===== src/rtl/mem_decoder_pkg.sv =====
// rtl/mem_decoder_pkg.sv - shared state encoding, error data default and region match helper for mem_decoder
package mem_decoder_pkg;

    typedef enum logic [1:0] {
        ST_IDLE   = 2'd0,
        ST_ACCESS = 2'd1,
        ST_RESP   = 2'd2,
        ST_ERR    = 2'd3
    } mem_dec_state_t;

    localparam logic [31:0] ERR_RDATA_DEFAULT = 32'hDEADBEEF;

    function automatic logic region_hit(input logic [31:0] addr,
                                        input logic [31:0] base,
                                        input logic [31:0] mask);
        return (addr & mask) == base;
    endfunction

endpackage


===== src/rtl/mem_region_match.sv =====
// rtl/mem_region_match.sv - combinational base/mask region decoder, lowest matching index wins
module mem_region_match
    import mem_decoder_pkg::*;
#(
    parameter int                   NSLAVES    = 4,
    parameter int                   SEL_W      = 2,
    parameter logic [NSLAVES*32-1:0] SLAVE_BASE = {NSLAVES{32'h0}},
    parameter logic [NSLAVES*32-1:0] SLAVE_MASK = {NSLAVES{32'h0}}
) (
    input  logic [31:0]      addr,
    output logic             hit,
    output logic [SEL_W-1:0] sel
);

    // Scan from the top down so the lowest-index match is the last one written.
    always_comb begin
        hit = 1'b0;
        sel = '0;
        for (int i = NSLAVES - 1; i >= 0; i--) begin
            if (region_hit(addr, SLAVE_BASE[32*i +: 32], SLAVE_MASK[32*i +: 32])) begin
                hit = 1'b1;
                sel = SEL_W'(i);
            end
        end
    end

endmodule


===== src/rtl/mem_decoder.sv =====
// rtl/mem_decoder.sv - registered memory-bus interconnect with decode-miss errors; optional slave timeout under MEM_DECODER_TIMEOUT_EN
module mem_decoder
    import mem_decoder_pkg::*;
#(
    parameter int                    NSLAVES        = 4,
    parameter logic [NSLAVES*32-1:0] SLAVE_BASE     = {NSLAVES{32'h0}},
    parameter logic [NSLAVES*32-1:0] SLAVE_MASK     = {NSLAVES{32'h0}},
    parameter int                    TIMEOUT_CYCLES = 255,
    parameter logic [31:0]           ERR_RDATA      = ERR_RDATA_DEFAULT
) (
    input  logic                    clk,
    input  logic                    resetn,
    input  logic                    m_valid,
    output logic                    m_ready,
    input  logic [31:0]             m_addr,
    input  logic [31:0]             m_wdata,
    input  logic [3:0]              m_wstrb,
    output logic [31:0]             m_rdata,
    output logic                    m_err,
    output logic [NSLAVES-1:0]      s_valid,
    input  logic [NSLAVES-1:0]      s_ready,
    output logic [31:0]             s_addr,
    output logic [31:0]             s_wdata,
    output logic [3:0]              s_wstrb,
    input  logic [NSLAVES*32-1:0]   s_rdata,
    output logic [31:0]             err_addr,
    output logic [15:0]             err_count
);

    localparam int SEL_W = (NSLAVES > 1) ? $clog2(NSLAVES) : 1;

    localparam logic [1:0] S_IDLE   = ST_IDLE;
    localparam logic [1:0] S_ACCESS = ST_ACCESS;
    localparam logic [1:0] S_RESP   = ST_RESP;
    localparam logic [1:0] S_ERR    = ST_ERR;

    logic [1:0]       state;
    logic [SEL_W-1:0] sel_q;
    logic [31:0]      rdata_q;
    logic             hit;
    logic [SEL_W-1:0] hit_sel;
    logic [31:0]      sel_rdata;
    logic             sel_ready;
    logic [15:0]      err_count_inc;

    mem_region_match #(
        .NSLAVES    (NSLAVES),
        .SEL_W      (SEL_W),
        .SLAVE_BASE (SLAVE_BASE),
        .SLAVE_MASK (SLAVE_MASK)
    ) u_match (
        .addr (m_addr),
        .hit  (hit),
        .sel  (hit_sel)
    );

    assign sel_rdata     = s_rdata[32*int'(sel_q) +: 32];
    assign sel_ready     = s_ready[sel_q];
    assign err_count_inc = (err_count == 16'hFFFF) ? err_count : err_count + 16'd1;

    // Outputs decode straight from state so an async reset clears them at once.
    always_comb begin
        s_valid = '0;
        if (state == S_ACCESS) begin
            s_valid[sel_q] = 1'b1;
        end
    end

    assign m_ready = (state == S_RESP) || (state == S_ERR);
    assign m_err   = (state == S_ERR);
    assign m_rdata = (state == S_ERR)  ? ERR_RDATA :
                     (state == S_RESP) ? rdata_q   : 32'h0;

`ifdef MEM_DECODER_TIMEOUT_EN
    logic [15:0] wait_cnt;
`else
    logic timeout_unused;
    assign timeout_unused = (TIMEOUT_CYCLES != 0);
`endif

    always_ff @(posedge clk or negedge resetn) begin
        if (!resetn) begin
            state     <= S_IDLE;
            sel_q     <= '0;
            rdata_q   <= 32'h0;
            s_addr    <= 32'h0;
            s_wdata   <= 32'h0;
            s_wstrb   <= 4'h0;
            err_addr  <= 32'h0;
            err_count <= 16'h0;
`ifdef MEM_DECODER_TIMEOUT_EN
            wait_cnt  <= 16'h0;
`endif
        end else begin
            case (state)
                S_IDLE: begin
                    if (m_valid) begin
                        s_addr  <= m_addr;
                        s_wdata <= m_wdata;
                        s_wstrb <= m_wstrb;
                        if (hit) begin
                            sel_q <= hit_sel;
                            state <= S_ACCESS;
`ifdef MEM_DECODER_TIMEOUT_EN
                            wait_cnt <= 16'h0;
`endif
                        end else begin
                            err_addr  <= m_addr;
                            err_count <= err_count_inc;
                            state     <= S_ERR;
                        end
                    end
                end
                S_ACCESS: begin
                    // A master that gives up mid-access gets no response and no error.
                    if (!m_valid) begin
                        state <= S_IDLE;
                    end else if (sel_ready) begin
                        rdata_q <= sel_rdata;
                        state   <= S_RESP;
                    end
`ifdef MEM_DECODER_TIMEOUT_EN
                    else if (wait_cnt == 16'(TIMEOUT_CYCLES)) begin
                        err_addr  <= s_addr;
                        err_count <= err_count_inc;
                        state     <= S_ERR;
                    end else begin
                        wait_cnt <= wait_cnt + 16'd1;
                    end
`endif
                end
                S_RESP:  state <= S_IDLE;
                S_ERR:   state <= S_IDLE;
                default: state <= S_IDLE;
            endcase
        end
    end

endmodule


===== config.mk =====
export PLATFORM = sky130hd
export DESIGN_NAME = mem_decoder
export DESIGN_NICKNAME = d
export VERILOG_FILES = /design/src/rtl/mem_decoder_pkg.sv /design/src/rtl/mem_region_match.sv /design/src/rtl/mem_decoder.sv
export SDC_FILE = /design/constraint.sdc
export NUM_CORES = 1
export LEC_CHECK = 0
export BUFFER_PORTS_ARGS = -buffer_cell sky130_fd_sc_hd__buf_4
export CAP_MARGIN = 25
export CORE_AREA = 3 3 137 139
export CTS_BUF_LIST = sky130_fd_sc_hd__clkbuf_4 sky130_fd_sc_hd__clkbuf_8 sky130_fd_sc_hd__clkbuf_16
export CTS_CLUSTER_DIAMETER = 80
export CTS_CLUSTER_SIZE = 24
export DETAILED_ROUTE_END_ITERATION = 8
export DIE_AREA = 0 0 140 142
export SLEW_MARGIN = 15
export SYNTH_ARGS = -nofsm -noshare
export SYNTH_HDL_FRONTEND = slang
export SYNTH_SLANG_ARGS = --single-unit

===== constraint.sdc =====
create_clock -name clk -period 1.3 [get_ports clk]
set_input_delay 0.13 -clock clk [delete_from_list [all_inputs] [get_ports clk]]
set_output_delay 0.13 -clock clk [all_outputs]
set_load 0.005 [all_outputs]

## After elaboration in Yosys (flattened, before gate mapping)

Index checks and enable logic that the tools add are counted.
Widths: inputs -> output; s select.

- Reductions and logical operators: 6
- Equality and inequality tests: 5
- Muxes and demuxes: 7

Operators with widths:

| operator | number |
|---|---|
| $mux 32 | 2 |
| $mux 2 | 3 |
| $pmux 2 s3 | 1 |
| $eq 2x2->1 const B | 2 |
| $reduce_and 2->1 | 2 |
| $ne 3x3->1 const B | 1 |
| $reduce_and 3->1 | 1 |
| $eq 2x1->1 const B | 1 |
| $logic_not 2->1 | 1 |
| $ne 2x2->1 const B | 1 |
| $reduce_or 2->1 | 1 |
| $logic_or 1x1->1 | 1 |
| $mux 1 | 1 |

- Input port bits: 203
- Register bits after elaboration: 102
- Word-level logic and storage cells: 23

## Depth between registers and ports, before layout

- Word-level depth: 3
- Mapped depth: 4

## By module

Synthesis repeated with hierarchy kept, for this count alone.

- Cells, all modules: 522
- Area, all modules: 6965.4 µm²

Modules (own cells, without submodules):

| module | area an instance (µm²) | cells each | instances |
|---|---|---|---|
| mem_decoder | 6935.4 | 517 | 1 |
| mem_region_match | 30.0 | 5 | 1 |

## Worst setup path before layout

OpenSTA, ideal clock, no wires.

- Kind: register to register
- Start: register state[1]
- End: register s_addr[0]
- Period minus slack after synthesis: 1.427 ns
- Stages on the path, launching flop included: 5
- Data arrival time: 1.300 ns
- Buffers on the path: 2
- Setup slack: -0.127 ns
- Cell sequence: dfrtp_1 nor3b_2 buf_4 buf_6 mux2_1

- Cells in the longest elaborated chain, start to end: 2

Ends and longest elaborated chain:

| what | RTL line | text |
|---|---|---|
| start, declared | mem_decoder.sv:37 | `logic [1:0] state;` |
| start signal, assigned | mem_decoder.sv:83 | `state <= S_IDLE;` |
| start signal, assigned | mem_decoder.sv:103 | `state <= S_ACCESS;` |
| start signal, assigned | mem_decoder.sv:110 | `state <= S_ERR;` |
| $logic_not 2->1 | - |  |
| $reduce_and 2->1 (no line) | - |  |
| end signal, assigned | mem_decoder.sv:98 | `s_addr <= m_addr;` |
| end, declared | mem_decoder.sv:22 | `output logic [31:0] s_addr,` |

No other way between the ends.
A chain may end at the register's enable or synchronous reset.

## Worst setup path after layout

- Start: register state[0]
- End: register rdata_q[8]

- Cells in the longest elaborated chain, start to end: 2

Ends and longest elaborated chain:

| what | RTL line | text |
|---|---|---|
| $eq 2x1->1 | mem_decoder.sv:95 | `case (state)` |
| $reduce_and 3->1 (no line) | - |  |
| end signal, assigned | mem_decoder.sv:119 | `rdata_q <= sel_rdata;` |
| end, declared | mem_decoder.sv:39 | `logic [31:0] rdata_q;` |

No other way between the ends.

==> metrics.cfg <==
[power]
power_w = 0.009464
power_frac_comb_pct = 28.0
peakVddDrop_mv = 0.7001
intPower_w = 0.006961
power_density_nw_per_um2 = 1200
leakagePower_nw = 3.876
seq_power_share_pct = 44.1
p_switching_w = 0.002503
switching_share_pct = 26.45
clkPwrFrac_pct = 27.9

[sta]
grt_setup_unrepaired = true
fmax_ghz = 0.6300
holdWs_ps = 15.31
layout_setup_ws_ps = -287.3
finalCritPeriodShare_pct = 122.1
setup_violations = 135
finalCriticalPeriod_ps = 1587
finClkSkew_ps = 14.01
slew_viol_final = 0
hold_viol = 0

[setup_path]
cp_max_fo = 26
setup.worst_path.end_class = flip-flop
start_kind = flip-flop
cp-startpoint = state[0]
reg2reg_from = state[0]
reg2regPathDepth = 4
reg2reg_slack_ps = -290
crit_required_ps = 1530
cp.arrival_ps = 1820
r2r-end = rdata_q[8]
endpoint = rdata_q[8]
path_class = reg -> reg

[logic_synthesis]
yosys-top-cells-count = 102 x dfrtp_1, 80 x mux2_2, 52 x buf_4
yosys.area.top_type_share_pct = 57.38
yosys_warnings = 0
ys_ff_latch = 102
async_flop_share_pct = 100.0
seq_area_frac_synth_pct = 57.38
syn-cell-area_sq_um = 4448
synth.most_common_cell = dfrtp_1
synth_flop_cell = dfrtp_1
yosysUniqueCellTypes = 17
synth_area_leader_cell = dfrtp_1
synthTopCellsByArea = dfrtp_1 57%, mux2_2 20%, buf_4 8.8%, mux2_1 5.1%, o21a_1 4.1%
syn_area_per_cell_sq_um = 14.30
synth_edf_count = 0
syn_inst = 311

[drt]
drc = 0
num_vias = 3464
first_pass_iters = 4
antenna_left = 0
wirelength_mm = 13.54
wl_per_cell_um = 15.91
drtIter0Drc = 59
detail_route.vias_per_cell = 4.071

[grt]
grt_antenna_before_repair = 0
grt_usage_pct = 13.14
grt_pass1_vias = 3745
grt_remaining_overflow = 0
grt_max_degree = 47
grt_pass1_wl_mm = 20.27

[placed_design]
placed_area_sq_um = 6208
port_buffers = 206
hpwl_mm = 8.187
post-place-ws_ps = -258.3
place.gp.congestion = 0.7780

[clock_tree]
cts_root_buf = clkbuf_16
path_clk_slew_ps = 80
clockBufferDepth = 2
insertion_delay_ps = 350
cts_inserted_buffers = 9
cts_sinks = 102
cts_tree = done
htree_levels = 3

[finish]
antenna_cells = 0
area_growth_pct = 77.33
drive_gt1_share_pct = 57.56
final_core_util_pct = 44.36
fillCellCount = 1595
fin_area_sq_um = 7888
final_nets = 820

[floorplanning]
start_util_pct = 25.02
rows = 49
io_pins = 357
die_w_um = 140
die_area_sq_um = 19880
die_y_um = 142
core_sq_um = 17780

[hold_path]
hold_class = in -> reg

[outcome]
status = finished with violations
failed_checks = setup timing

[flow_run]
drv_cap = 0

## power groups by stage
stage / Clock [W] / Sequential (W) / Combinational (W)
after floorplan: 0 / 0.00417 / 0.000984
after global placement: 0 / 0.00417 / 0.00200
after detailed placement: 0 / 0.00419 / 0.00205
after CTS: 0.00274 / 0.00417 / 0.00266
after global routing: 0.00288 / 0.00425 / 0.00283
final: 0.00264 / 0.00418 / 0.00265
## critical path, cell delays in order (launching register included)
cell       delay (ps)
dfrtp_2           460
bufbuf_16         300
nand4b_2          120
buf_12            200
mux2_2            360
## cells by family after synthesis
group | share of synthesized area [%]
DFF | 57.38
muxes | 25.32
buffers and inverters | 10.75
AOI/OAI and AO/OA | 4.163
and+or+nand+nor | 2.306
other | 0.08431
## registers in the layout, summed over array words and instances (netlist names)
signal,count
s_wstrb,4
s_wdata,32
s_addr,32
rdata_q,32
state,2
## layout make-up
| cell class | instances | area [sq um] | share of cell area [%] |
|---|---|---|---|
| clock buffers | 9 | 225.2 | 2.855 |
| clock inverters | 7 | 65.06 | 0.8249 |
| inverters | 1 | 3.754 | 0.04759 |
| multi-input cells | 190 | 1884 | 23.89 |
| flip-flops and latches | 102 | 2554 | 32.38 |
| well taps | 229 | 286.5 | 3.633 |
| repair buffers | 313 | 2869 | 36.37 |
## layer usage
metal | up-vias | routed length (um) | track usage (%)
li1 | 1566 | - | -
met1 | 1717 | 5143 | 14.35
met2 | 168 | 7073 | 23.68
met3 | 13 | 1140 | 5.040
met4 | 0 | 179 | 4.131
met5 | - | 0 | 0
## placed cells by master (no fill, tap or decap), drive strengths merged, types with 2 or more instances in the layout
cell / Yosys / routed
buf: 63 / 231
dfrtp: 102 / 102
mux2: 100 / 100
dlygate4sd3: 0 / 79
conb: 1 / 51
o21a: 24 / 24
clkbuf: 5 / 11
and2: 9 / 9
inv: 1 / 4
clkinv: 0 / 4
nor2b: 2 / 2
## stage by stage
stage / setup TNS [ps] / instances
2_1_floorplan: -5848 / 361
3_3_place_gp: -19320 / 739
3_5_place_dp: -23060 / 739
4_1_cts: -31130 / 851
5_1_grt: -36200 / 851
6_report: -29400 / 851
## what timing repair did
action                     4_1_cts  5_1_grt
gates cloned                     7        2
setup buffers                   12        1
hold buffers                    77        2
setup endpoints to repair      135      135
hold endpoints to repair       178        2
pin swaps                       17        2
resized for setup               83       14
## worst min path at each step
stage	startpoint	endpoint	slack, ps	cells past startpoint
global route	s_rdata[31]	rdata_q[31]	1	2
global placement	resetn	s_addr[29]	20	1
floorplan	resetn	rdata_q[0]	-170	0
finish	s_rdata[31]	rdata_q[31]	20	2
CTS	s_rdata[19]	rdata_q[19]	0.4	2
detailed placement	resetn	s_addr[28]	30	1
Note: power is estimated with default switching activity, not from simulation.
